File: config.mk
export PLATFORM = sky130hd
export DESIGN_NAME = pw_seq_lock_flat
export DESIGN_NICKNAME = d
export VERILOG_FILES = /design/src/rtl/pw_seq_lock_if.sv /design/src/rtl/pw_seq_lock.sv /design/src/flat_wrapper.sv
export SDC_FILE = /design/constraint.sdc
export NUM_CORES = 1
export LEC_CHECK = 0
export ABC_AREA = 1
export CAP_MARGIN = 20
export CORE_AREA = 2 2 48 50
export CTS_CLUSTER_SIZE = 40
export DETAILED_ROUTE_END_ITERATION = 7
export DIE_AREA = 0 0 50 52
export HOLD_SLACK_MARGIN = 0.03
export PLACE_DENSITY_LB_ADDON = 0.08
export SLEW_MARGIN = 20
export SYNTH_ARGS = -nofsm -noshare
export SYNTH_HDL_FRONTEND = slang
export SYNTH_SLANG_ARGS = --single-unit
export TNS_END_PERCENT = 30
File: constraint.sdc
create_clock -name clk -period 2.7 [get_ports clk]
set_clock_uncertainty 0.05 [all_clocks]
set_input_delay 0.54 -clock clk [delete_from_list [all_inputs] [get_ports clk]]
set_output_delay 0.54 -clock clk [all_outputs]
set_load 0.02 [all_outputs]
File: src/rtl/pw_seq_lock_if.sv
// Character/enter input bundle and status outputs of the pw_seq_lock sequence lock.
// master = board/stimulus side, slave = the lock itself.
interface pw_seq_lock_if #(
  parameter int CHAR_W    = 7,
  parameter int PW_LEN    = 4,
  parameter int MAX_TRIES = 3
);
  logic [CHAR_W-1:0]                  char_in;
  logic                               enter;
  logic                               open;
  logic                               locked_out;
  logic [$clog2(MAX_TRIES+1)-1:0]     fail_cnt;
  logic [$clog2(PW_LEN+1)-1:0]        entry_idx;

  modport master (
    output char_in, enter,
    input  open, locked_out, fail_cnt, entry_idx
  );

  modport slave (
    input  char_in, enter,
    output open, locked_out, fail_cnt, entry_idx
  );
endinterface

File: src/rtl/pw_seq_lock.sv
// Multi-character sequence lock with consecutive-failure counting.
// Define PW_SEQ_LOCK_LOCKOUT_EN to build the timed LOCKOUT state after MAX_TRIES failures.
module pw_seq_lock #(
  parameter int                        CHAR_W      = 7,
  parameter int                        PW_LEN      = 4,
  parameter logic [PW_LEN*CHAR_W-1:0]  PASSWORD    = 28'h0ABCDEF,
  parameter int                        MAX_TRIES   = 3,
  parameter int                        LOCKOUT_CYC = 1024
) (
  input  logic          clk,
  input  logic          reset,
  pw_seq_lock_if.slave  bus
);
  localparam int FAIL_W = $clog2(MAX_TRIES + 1);
  localparam int IDX_W  = $clog2(PW_LEN + 1);
  localparam logic [IDX_W-1:0]  LAST_IDX = IDX_W'(PW_LEN - 1);
  localparam logic [FAIL_W-1:0] FAIL_MAX = FAIL_W'(MAX_TRIES);

`ifdef PW_SEQ_LOCK_LOCKOUT_EN
  localparam int CNT_W = $clog2(LOCKOUT_CYC);
  typedef enum logic [1:0] {ST_ENTRY, ST_OPEN, ST_LOCKOUT} state_t;
`else
  typedef enum logic [1:0] {ST_ENTRY, ST_OPEN} state_t;
`endif

  logic [CHAR_W-1:0] char_s1_reg, char_s2_reg;
  logic              enter_s1_reg, enter_s2_reg, enter_prev_reg;
  logic              enter_evt;

  state_t            state_reg, state_next;
  logic              open_reg, open_next;
  logic [FAIL_W-1:0] fail_reg, fail_next;
  logic [IDX_W-1:0]  idx_reg, idx_next;
  logic              mismatch_reg, mismatch_next;
`ifdef PW_SEQ_LOCK_LOCKOUT_EN
  logic              locked_reg, locked_next;
  logic [CNT_W-1:0]  cnt_reg, cnt_next;
`endif

  logic [CHAR_W-1:0] pw_chars [PW_LEN];
  logic [CHAR_W-1:0] exp_char;
  logic              char_eq;

  for (genvar gi = 0; gi < PW_LEN; gi++) begin : g_pw_chars
    assign pw_chars[gi] = PASSWORD[gi*CHAR_W +: CHAR_W];
  end

  // Explicit compare-mux keeps the index width independent of the array size.
  always_comb begin
    exp_char = '0;
    for (int k = 0; k < PW_LEN; k++) begin
      if (idx_reg == IDX_W'(k)) exp_char = pw_chars[k];
    end
  end

  assign char_eq   = (char_s2_reg == exp_char);
  assign enter_evt = enter_s2_reg & ~enter_prev_reg;

  always_ff @(posedge clk) begin
    if (reset) begin
      char_s1_reg    <= '0;
      char_s2_reg    <= '0;
      enter_s1_reg   <= 1'b0;
      enter_s2_reg   <= 1'b0;
      enter_prev_reg <= 1'b0;
    end else begin
      char_s1_reg    <= bus.char_in;
      char_s2_reg    <= char_s1_reg;
      enter_s1_reg   <= bus.enter;
      enter_s2_reg   <= enter_s1_reg;
      enter_prev_reg <= enter_s2_reg;
    end
  end

  always_ff @(posedge clk) begin
    if (reset) begin
      state_reg    <= ST_ENTRY;
      open_reg     <= 1'b0;
      fail_reg     <= '0;
      idx_reg      <= '0;
      mismatch_reg <= 1'b0;
`ifdef PW_SEQ_LOCK_LOCKOUT_EN
      locked_reg   <= 1'b0;
      cnt_reg      <= '0;
`endif
    end else begin
      state_reg    <= state_next;
      open_reg     <= open_next;
      fail_reg     <= fail_next;
      idx_reg      <= idx_next;
      mismatch_reg <= mismatch_next;
`ifdef PW_SEQ_LOCK_LOCKOUT_EN
      locked_reg   <= locked_next;
      cnt_reg      <= cnt_next;
`endif
    end
  end

  always_comb begin
    state_next    = state_reg;
    open_next     = open_reg;
    fail_next     = fail_reg;
    idx_next      = idx_reg;
    mismatch_next = mismatch_reg;
`ifdef PW_SEQ_LOCK_LOCKOUT_EN
    locked_next   = locked_reg;
    cnt_next      = cnt_reg;
`endif
    case (state_reg)
      ST_ENTRY: begin
        if (enter_evt) begin
          // Wrong characters are still consumed so the failing position never leaks.
          if (idx_reg == LAST_IDX) begin
            idx_next      = '0;
            mismatch_next = 1'b0;
            if (!mismatch_reg && char_eq) begin
              state_next = ST_OPEN;
              open_next  = 1'b1;
              fail_next  = '0;
            end else begin
`ifdef PW_SEQ_LOCK_LOCKOUT_EN
              fail_next = fail_reg + 1'b1;
              if (fail_next == FAIL_MAX) begin
                state_next  = ST_LOCKOUT;
                locked_next = 1'b1;
                cnt_next    = CNT_W'(LOCKOUT_CYC - 1);
              end
`else
              if (fail_reg != FAIL_MAX) fail_next = fail_reg + 1'b1;
`endif
            end
          end else begin
            idx_next      = idx_reg + 1'b1;
            mismatch_next = mismatch_reg | ~char_eq;
          end
        end
      end
      ST_OPEN: begin
        if (enter_evt) begin
          state_next = ST_ENTRY;
          open_next  = 1'b0;
        end
      end
`ifdef PW_SEQ_LOCK_LOCKOUT_EN
      ST_LOCKOUT: begin
        if (cnt_reg == '0) begin
          state_next  = ST_ENTRY;
          locked_next = 1'b0;
          fail_next   = '0;
        end else begin
          cnt_next = cnt_reg - 1'b1;
        end
      end
`endif
      default: state_next = ST_ENTRY;
    endcase
  end

  assign bus.open      = open_reg;
  assign bus.fail_cnt  = fail_reg;
  assign bus.entry_idx = idx_reg;
`ifdef PW_SEQ_LOCK_LOCKOUT_EN
  assign bus.locked_out = locked_reg;
`else
  assign bus.locked_out = 1'b0;
`endif
endmodule

File: src/flat_wrapper.sv
// flat-port wrapper written by rule: the top's interface ports become plain ports
module pw_seq_lock_flat 
#(
  parameter int                        CHAR_W      = 7,
  parameter int                        PW_LEN      = 4,
  parameter logic [PW_LEN*CHAR_W-1:0]  PASSWORD    = 28'h0ABCDEF,
  parameter int                        MAX_TRIES   = 3,
  parameter int                        LOCKOUT_CYC = 1024
)
  (clk, reset, bus_char_in, bus_enter, bus_open, bus_locked_out, bus_fail_cnt, bus_entry_idx);
  pw_seq_lock_if #(.CHAR_W(CHAR_W), .PW_LEN(PW_LEN), .MAX_TRIES(MAX_TRIES)) bus_i ();
  input  logic clk;
  input  logic reset;
  input wire logic [$bits(bus_i.char_in)-1:0] bus_char_in;
  input wire logic [$bits(bus_i.enter)-1:0] bus_enter;
  output wire logic [$bits(bus_i.open)-1:0] bus_open;
  output wire logic [$bits(bus_i.locked_out)-1:0] bus_locked_out;
  output wire logic [$bits(bus_i.fail_cnt)-1:0] bus_fail_cnt;
  output wire logic [$bits(bus_i.entry_idx)-1:0] bus_entry_idx;
  assign bus_i.char_in = bus_char_in;
  assign bus_i.enter = bus_enter;
  assign bus_open = bus_i.open;
  assign bus_locked_out = bus_i.locked_out;
  assign bus_fail_cnt = bus_i.fail_cnt;
  assign bus_entry_idx = bus_i.entry_idx;
  pw_seq_lock #(.CHAR_W(CHAR_W), .PW_LEN(PW_LEN), .PASSWORD(PASSWORD), .MAX_TRIES(MAX_TRIES), .LOCKOUT_CYC(LOCKOUT_CYC)) u_core (.clk(clk), .reset(reset), .bus(bus_i));
endmodule
# == Yosys cells after proc, flatten, opt, wreduce, memory -nomap -nowiden ==
# Cells that the tools add are included.
# word_totals
ff_bits,26
input_bits,10
output_inout_bits,7
elab_cells,54
# op_classes
addsub,2
n_eq_ne,10
mux,18
bitwise,4
reduce_logical,10
# ops
op,count
7-bit two-way mux,4
2-bit two-way mux,6
2-bit by 1-bit != test with 1-bit output (second input constant),4
4-bit AND reduction,2
7-bit equality test,1
3-bit by 2-bit equality test with 1-bit output (second input constant),2
1-bit two-way mux,5
5-bit AND reduction,1
2-bit one-hot mux with 2 select lines,1
2-bit nonzero test,2
3-bit by 1-bit adder with 3-bit output (second input constant),1
3-bit by 1-bit equality test with 1-bit output (second input constant),1
3-bit zero test,1
3-bit two-way mux,1
2-bit by 1-bit adder with 2-bit output (second input constant),1
2-bit by 1-bit equality test with 1-bit output (second input constant),1
2-bit zero test,1
2-bit != test (second input constant),1
1-bit NOT,2
1-bit one-hot mux with 2 select lines,1
2-bit AND reduction,1
1-bit AND,1
1-bit logical AND,1
1-bit zero test,1
1-bit OR,1

# == Logic depth before layout (Yosys ltp) ==
# Gate-level depths: netlist of the first run.
# depth
ltp_word,11
ltp_mapped,11
mapped_depth_nobuf,11

# == Least setup slack after synthesis of the first run ==
# Ideal clock, no wire load.
# synth_path
path_kind,register -> register
startpoint,"register u_core.idx_reg[0], in the netlist u_core.bus.entry_idx[0]"
endpoint,"register u_core.fail_reg[1], in the netlist u_core.bus.fail_cnt[1]"
setup_ns,0.114
arrival_ns,1.635
required_ns,2.536
setup_slack_ns,0.901
stages_incl_launch_ff,10
path_buffers,0
period_less_slack_ns,1.799
path_cell_list,dfxtp_1 > inv_1 > ha_1 > o21ai_4 > nand2_1 > xor2_1 > nor2_2 > nand3_1 > a21oi_1 > nor2_1
# synth_between
elab_chain_cells,9
# synth_rtl
element,line_no,rtl
"start, declared",pw_seq_lock.sv:33,"logic [IDX_W-1:0] idx_reg, idx_next;"
"start signal, assigned",pw_seq_lock.sv:90,idx_reg <= idx_next;
3-bit zero test,pw_seq_lock.sv:52,if (idx_reg == IDX_W'(k)) exp_char = pw_chars[k];
7-bit two-way mux (4 in series),pw_seq_lock.sv:52,
7-bit equality test,pw_seq_lock.sv:56,assign char_eq = (char_s2_reg == exp_char);
1-bit logical AND,pw_seq_lock.sv:116,if (!mismatch_reg && char_eq) begin
2-bit nonzero test (no source line),n/a,
4-bit AND reduction (no source line),n/a,
"end signal, assigned",pw_seq_lock.sv:89,fail_reg <= fail_next;
"end, declared",pw_seq_lock.sv:32,"logic [FAIL_W-1:0] fail_reg, fail_next;"
# Parallel ways exist; a longest one is shown, timed or not.
# A chain may end at the register's enable or synchronous reset.

# == Worst setup path after layout of the first run ==
# layout_path
startpoint,"register u_core.idx_reg[0], in the netlist u_core.bus.entry_idx[0]"
endpoint,output port bus_entry_idx[0]
# layout_lines
element,line_no,rtl
"end, declared",flat_wrapper.sv:19,output wire logic [$bits(bus_i.entry_idx)-1:0] bus_entry_idx;
# No word-level cell between the ends.

==> results of run 1 <==
cell usage in the layout, fill, tap and decap left out, types with 2 or more instances in the layout:
| master | instances |
|---|---|
| o21ai_0 | 4 |
| nor2_1 | 22 |
| nor2_2 | 4 |
| xor2_1 | 2 |
| nand3_1 | 6 |
| inv_1 | 28 |
| nand3_2 | 2 |
| nand3b_1 | 5 |
| nand2_2 | 2 |
| a21oi_1 | 3 |
| clkdlybuf4s50_1 | 15 |
| dfxtp_1 | 24 |
| inv_2 | 2 |
| ha_1 | 5 |
| nand2_1 | 20 |
| clkbuf_4 | 3 |
worst min-delay path, cell delays in order (launching register included):
cell     delay, ns
dfxtp_1       0.32
inv_1         0.04
nor2_1        0.03
power by group through the flow:
stage / logic, mW / registers [mW] / clock network [mW]
after global placement: 0.0909 / 0.382 / 0
after detailed placement: 0.0932 / 0.382 / 0
final: 0.0923 / 0.374 / 0.254
after floorplan: 0.0646 / 0.383 / 0
after CTS: 0.0937 / 0.374 / 0.261
after global routing: 0.106 / 0.376 / 0.276
synth_stat cells, types with 2 or more instances:
| library cell | instances | area, um2 |
|---|---|---|
| nand2_2 | 2 | 12.51 |
| inv_2 | 2 | 7.510 |
| nand3_2 | 2 | 20.02 |
| clkbuf_1 | 2 | 7.510 |
| nand2_1 | 20 | 75.07 |
| nand3_1 | 6 | 30.03 |
| a21oi_1 | 3 | 15.01 |
| nor2_2 | 4 | 25.02 |
| o21ai_0 | 4 | 20.02 |
| inv_1 | 28 | 105.1 |
| xor2_1 | 2 | 17.52 |
| nor2_1 | 22 | 82.58 |
| ha_1 | 5 | 62.56 |
| dfxtp_1 | 24 | 480.5 |
| nand3b_1 | 5 | 37.54 |
logic make-up after synthesis:
family                   synth area share
AO/OA/AOI/OAI                     0.06222
XOR/XNOR                          0.02420
adder cells (fa/ha/maj)           0.05760
buffers and inverters              0.1175
flip-flops                         0.4424
other                            0.003453
AND/OR/NAND/NOR                    0.2926
cell type report:
class / instances / area (um2) / area share
inverter: 30 / 112.6 / 0.08555
sequential: 24 / 480.5 / 0.3650
multi-input combinational: 84 / 478.0 / 0.3631
timing repair buffer: 16 / 157.7 / 0.1198
tap: 28 / 35.03 / 0.02662
clock buffer: 3 / 22.52 / 0.01711
clock inverter: 1 / 30.03 / 0.02281
metrics by stage:
stage / total power [mW] / hold slack (ns) / util
floorplan: 0.4475 / 0.3383 / -
global placement: 0.4725 / 0.3390 / 0.6001
detailed placement: 0.4755 / 0.3423 / 0.6001
CTS: 0.7294 / 0.3600 / 0.6251
global route: 0.7579 / 0.3763 / 0.6251
finish: 0.7205 / 0.3602 / 0.6251
metal layers:
layer	track usage	vias to the layer above	routed length, um
li1	-	452	-
met5	0	-	0
met2	0.2851	15	888
met3	0.02586	2	64
met1	0.1688	375	727
met4	0.08333	0	16
worst paths after layout:
path | slack [ns] | to | depth (start not counted)
worst max-delay path | 0.73 | bus_entry_idx[0] | 1
worst min-delay path | 0.36 | u_core.char_s2_reg[4]$_SDFF_PP0_ | 2
worst max register to register | 0.85 | u_core.bus.fail_cnt[1]$_SDFFE_PP0P_ | 10
worst min register to register | 0.36 | u_core.char_s2_reg[4]$_SDFF_PP0_ | 2
==> flow_metrics.py, run 1 <==
metrics = {
    "clock_tree": {
        "clk_pin_slew_ns": 0.13,
        "cts_hold_buf": 0,
        "htree_levels": 1,
        "cts_sinks": 24,
        "postCtsSetupBuffers": 0,
        "cts-root-buf": "clkbuf_4",
        "worstSkewPairLatency_ns": 0.31,
        "cts_tree": "yes",
        "cts_made_buffers": 3,
        "clock_path_buffers": 2,
        "cts_resized": 0,
    },
    "sta": {
        "setup_ws_ns": 0.7279,
        "finalCritPeriodShare": 0.7304,
        "drv_slew": 0,
        "tns_ns": 0,
        "setup_viol": 0,
        "max_freq_ghz": 0.5071,
        "period_needed_ns": 1.972,
        "rsz0062_at_grt": "no",
        "hold_viol": 0,
    },
    "die": {
        "core_um2": 2106,
        "ios": 17,
        "die_w_um": 50,
        "rows": 17,
        "die_area_um2": 2600,
        "start_util": 0.5157,
        "die_y_um": 52,
    },
    "global_routing": {
        "grt_pass1_vias": 750,
        "grt_max_degree": 22,
        "grt_antenna_before_repair": 0,
        "grt_remaining_overflow": 0,
        "grt_pass1_wl_um": 2973,
        "grt_use_total": 0.1550,
    },
    "synthesis": {
        "syn_area_per_cell_um2": 7.702,
        "synth_edf_count": 0,
        "synth_flop_cell": "dfxtp_1",
        "synth_area_um2": 1086,
        "synth-seq-area-share": 0.4424,
        "synth.distinct_cells": 25,
        "synth_fp_nets": 156,
        "yosysWarnings": 0,
        "synthCells": 141,
        "synthArstFlopShare": 0,
        "ys_ff_latch": 24,
    },
    "setup_path": {
        "critPathMaxFanout": 5,
        "cp_slowest_stage_delay_ns": 0.63,
        "cp_num_buf_inv": 1,
        "reg2reg_from": "u_core.bus.entry_idx[0]$_SDFFE_PP0P_",
        "cp-end-kind": "output port",
        "crit_family": "buffers and inverters",
        "cp.required_ns": 2.11,
        "crit_arrival_ns": 1.38,
        "path_class": "reg -> out",
        "cp-start-kind": "flip-flop",
        "cp_slowest_cell": "clkdlybuf4s50_1",
        "startpoint": "u_core.bus.entry_idx[0]$_SDFFE_PP0P_",
        "path_cells": "clkdlybuf4s50_1",
    },
    "pwr": {
        "power_frac_comb": 0.128,
        "power.density_nw_per_um2": 547.4,
        "ir_drop_mv": 0.4578,
        "sw_frac_of_total": 0.2222,
        "power_frac_seq": 0.519,
        "p_leak_nw": 0.6167,
        "p_sw_uw": 160.1,
        "intPower_uw": 560.4,
        "pwr-share-clk": 0.353,
    },
    "layout": {
        "final_layout_size_suffix_gt1_frac": 0.1266,
        "fin_nets": 174,
        "n_antenna_cell": 0,
        "final_area_um2": 1316,
        "fillers": 195,
        "layoutNonFillerInstCount": 186,
        "areaGrowthSynthToFinish_pct": 21.20,
    },
    "placed_design": {
        "place_inst": 182,
        "dp_slack_ns": 0.8429,
        "placed_cell_area_um2": 1264,
        "hpwl_um": 1318,
        "numPortBuffers": 15,
        "gp_congestion": 0.8220,
    },
    "detailed_routing": {
        "drc": 0,
        "drt_wl_total_um": 1696,
        "drt_first_pass_iters": 4,
        "antenna_left": 0,
        "vias_per_cell": 4.538,
        "drtIter0Drc": 8,
        "wl_per_cell_um": 9.118,
        "vias": 844,
    },
    "job": {
        "max_cap_viol_count": 0,
    },
    "status": {
        "status": "complete, no violations",
    },
    "worst_hold_path": {
        "worst_hold_path_type": "reg -> reg",
        "min_from": "u_core.char_s1_reg[4]$_SDFF_PP0_",
    },
}
(Power assumes the default switching activity.)
==> run 2, diff against run 1 <==
--- a/config.mk
+++ b/config.mk
@@ -7,10 +7,10 @@
 export LEC_CHECK = 0
 export ABC_AREA = 1
 export CAP_MARGIN = 20
-export CORE_AREA = 2 2 48 50
+export CORE_AREA = 2 2 52 54
 export CTS_CLUSTER_SIZE = 40
 export DETAILED_ROUTE_END_ITERATION = 7
-export DIE_AREA = 0 0 50 52
+export DIE_AREA = 0 0 54 56
 export HOLD_SLACK_MARGIN = 0.03
 export PLACE_DENSITY_LB_ADDON = 0.08
 export SLEW_MARGIN = 20
==> constraint.sdc (replaced) <==
create_clock -name clk -period 1.8 [get_ports clk]
set_clock_uncertainty 0.05 [all_clocks]
set_input_delay 0.36 -clock clk [delete_from_list [all_inputs] [get_ports clk]]
set_output_delay 0.36 -clock clk [all_outputs]
set_load 0.02 [all_outputs]
==> flow_metrics.py, run 2 (synthesis results as in run 1) <==
metrics = {
    "status": {
        "status": "complete, no violations",
    },
    "clock_tree": {
        "clk_pin_slew_ns": 0.14,
        "clock_path_buffers": 2,
        "cts-root-buf": "clkbuf_4",
        "cts_made_buffers": 3,
        "htree_levels": 1,
        "cts_sinks": 24,
        "worstSkewPairLatency_ns": 0.32,
        "cts_tree": "yes",
    },
    "layout": {
        "fillers": 224,
        "register_area_um2": 488.0,
        "final_common_cell": "inv_1",
        "final_layout_size_suffix_gt1_frac": 0.1824,
        "multiInputGateArea_um2": 519.2,
        "n_antenna_cell": 0,
        "fin_nets": 175,
        "final_cell_mix": "26 x inv_1, 22 x nor2_1, 22 x dfxtp_1, 20 x nand2_1, 14 x clkdlybuf4s50_1",
        "fin_util": 0.5648,
        "areaGrowthSynthToFinish_pct": 26.50,
    },
    "placed_design": {
        "gp_congestion": 0.8459,
        "numPortBuffers": 15,
        "hpwl_um": 1354,
    },
    "detailed_routing": {
        "vias": 833,
        "wl_per_cell_um": 10.24,
        "vias_per_cell": 4.407,
        "drtIter0Drc": 14,
        "drc": 0,
        "drt_first_pass_iters": 4,
        "antenna_left": 0,
        "drt_wl_total_um": 1936,
    },
    "global_routing": {
        "grt_pass1_wl_um": 3049,
        "grt_use_total": 0.1366,
        "grt_remaining_overflow": 0,
        "grt_max_degree": 21,
        "grt_antenna_before_repair": 0,
        "grt_pass1_vias": 767,
    },
    "setup_path": {
        "crit_arrival_ns": 1.34,
        "crit_family": "buffers and inverters",
        "critPathMaxFanout": 5,
        "cp.required_ns": 1.39,
        "cp_slowest_cell": "clkdlybuf4s50_1",
        "path_class": "reg -> out",
        "cp-end-kind": "output port",
        "cp-start-kind": "flip-flop",
        "path_cells": "clkdlybuf4s50_1",
        "cp_num_buf_inv": 1,
        "cp_slowest_stage_delay_ns": 0.61,
    },
    "sta": {
        "max_freq_ghz": 0.5700,
        "timing.hold.ws_ns": 0.3581,
        "period_needed_ns": 1.754,
        "hold_viol": 0,
        "setup_viol": 0,
        "finalCritPeriodShare": 0.9746,
        "drv_slew": 0,
        "tns_ns": 0,
    },
    "pwr": {
        "power_frac_seq": 0.508,
        "p_sw_uw": 258.0,
        "power_frac_comb": 0.139,
        "p_leak_nw": 0.6318,
        "power.density_nw_per_um2": 805.0,
        "intPower_uw": 847.9,
        "totalPowerFinal_mw": 1.106,
        "sw_frac_of_total": 0.2333,
        "pwr-share-clk": 0.353,
        "ir_drop_mv": 0.7813,
    },
    "die": {
        "die_y_um": 56,
        "die_area_um2": 3024,
        "rows": 18,
        "core_um2": 2432,
        "ios": 17,
        "start_util": 0.4465,
        "die_w_um": 54,
    },
    "worst_hold_path": {
        "worst_hold_path_type": "reg -> reg",
    },
    "job": {
        "max_cap_viol_count": 0,
    },
}
-- run 2: layout make-up --
type | instances | share of cell area
clock buffer | 3 | 0.01639
timing repair buffer | 17 | 0.1193
multi-input combinational | 84 | 0.3780
clock inverter | 1 | 0.02186
sequential | 24 | 0.3552
inverter | 30 | 0.08197
tap | 30 | 0.02732
-- run 2: timing repair --
action	in CTS	in global routing
gates resized for setup	2	13
hold buffers	0	0
pin swaps	0	3
setup buffers	0	1
gates cloned	0	0
endpoints found under the setup margin	5	5
-- run 2: power groups by stage --
stage / registers (mW) / logic [mW] / clock network [mW]
after floorplan: 0.574 / 0.0969 / 0
after global placement: 0.573 / 0.138 / 0
after detailed placement: 0.573 / 0.140 / 0
after CTS: 0.562 / 0.141 / 0.402
after global routing: 0.564 / 0.171 / 0.421
final: 0.562 / 0.153 / 0.391
-- run 2: final timing paths --
kind / from / slack, ns / cells past startpoint / to
hold / removal: u_core.char_s1_reg[5]$_SDFF_PP0_ / 0.36 / 2 / u_core.char_s2_reg[5]$_SDFF_PP0_
hold reg to reg: u_core.char_s1_reg[5]$_SDFF_PP0_ / 0.36 / 2 / u_core.char_s2_reg[5]$_SDFF_PP0_
setup / recovery: u_core.bus.entry_idx[0]$_SDFFE_PP0P_ / 0.05 / 1 / bus_entry_idx[0]
setup reg to reg: u_core.bus.entry_idx[0]$_SDFFE_PP0P_ / 0.10 / 9 / u_core.bus.fail_cnt[0]$_SDFFE_PP0P_
-- run 2: per-stage QoR --
step           setup slack (ns)  std cells  area (um2)
2_1_floorplan          0.001208        141        1086
3_3_place_gp            0.02444        184        1266
3_5_place_dp           0.007811        184        1266
4_1_cts                 0.01219        188        1319
5_1_grt                -0.01183        189        1374
6_report                0.04565        189        1374
-- run 2: routing by layer --
metal | vias to the layer above | global-route usage | routed length [um]
met4 | 0 | 0.03214 | 15
met5 | - | 0 | 0
met2 | 16 | 0.2195 | 930
met1 | 362 | 0.1667 | 908
met3 | 2 | 0.05645 | 81
li1 | 453 | - | -
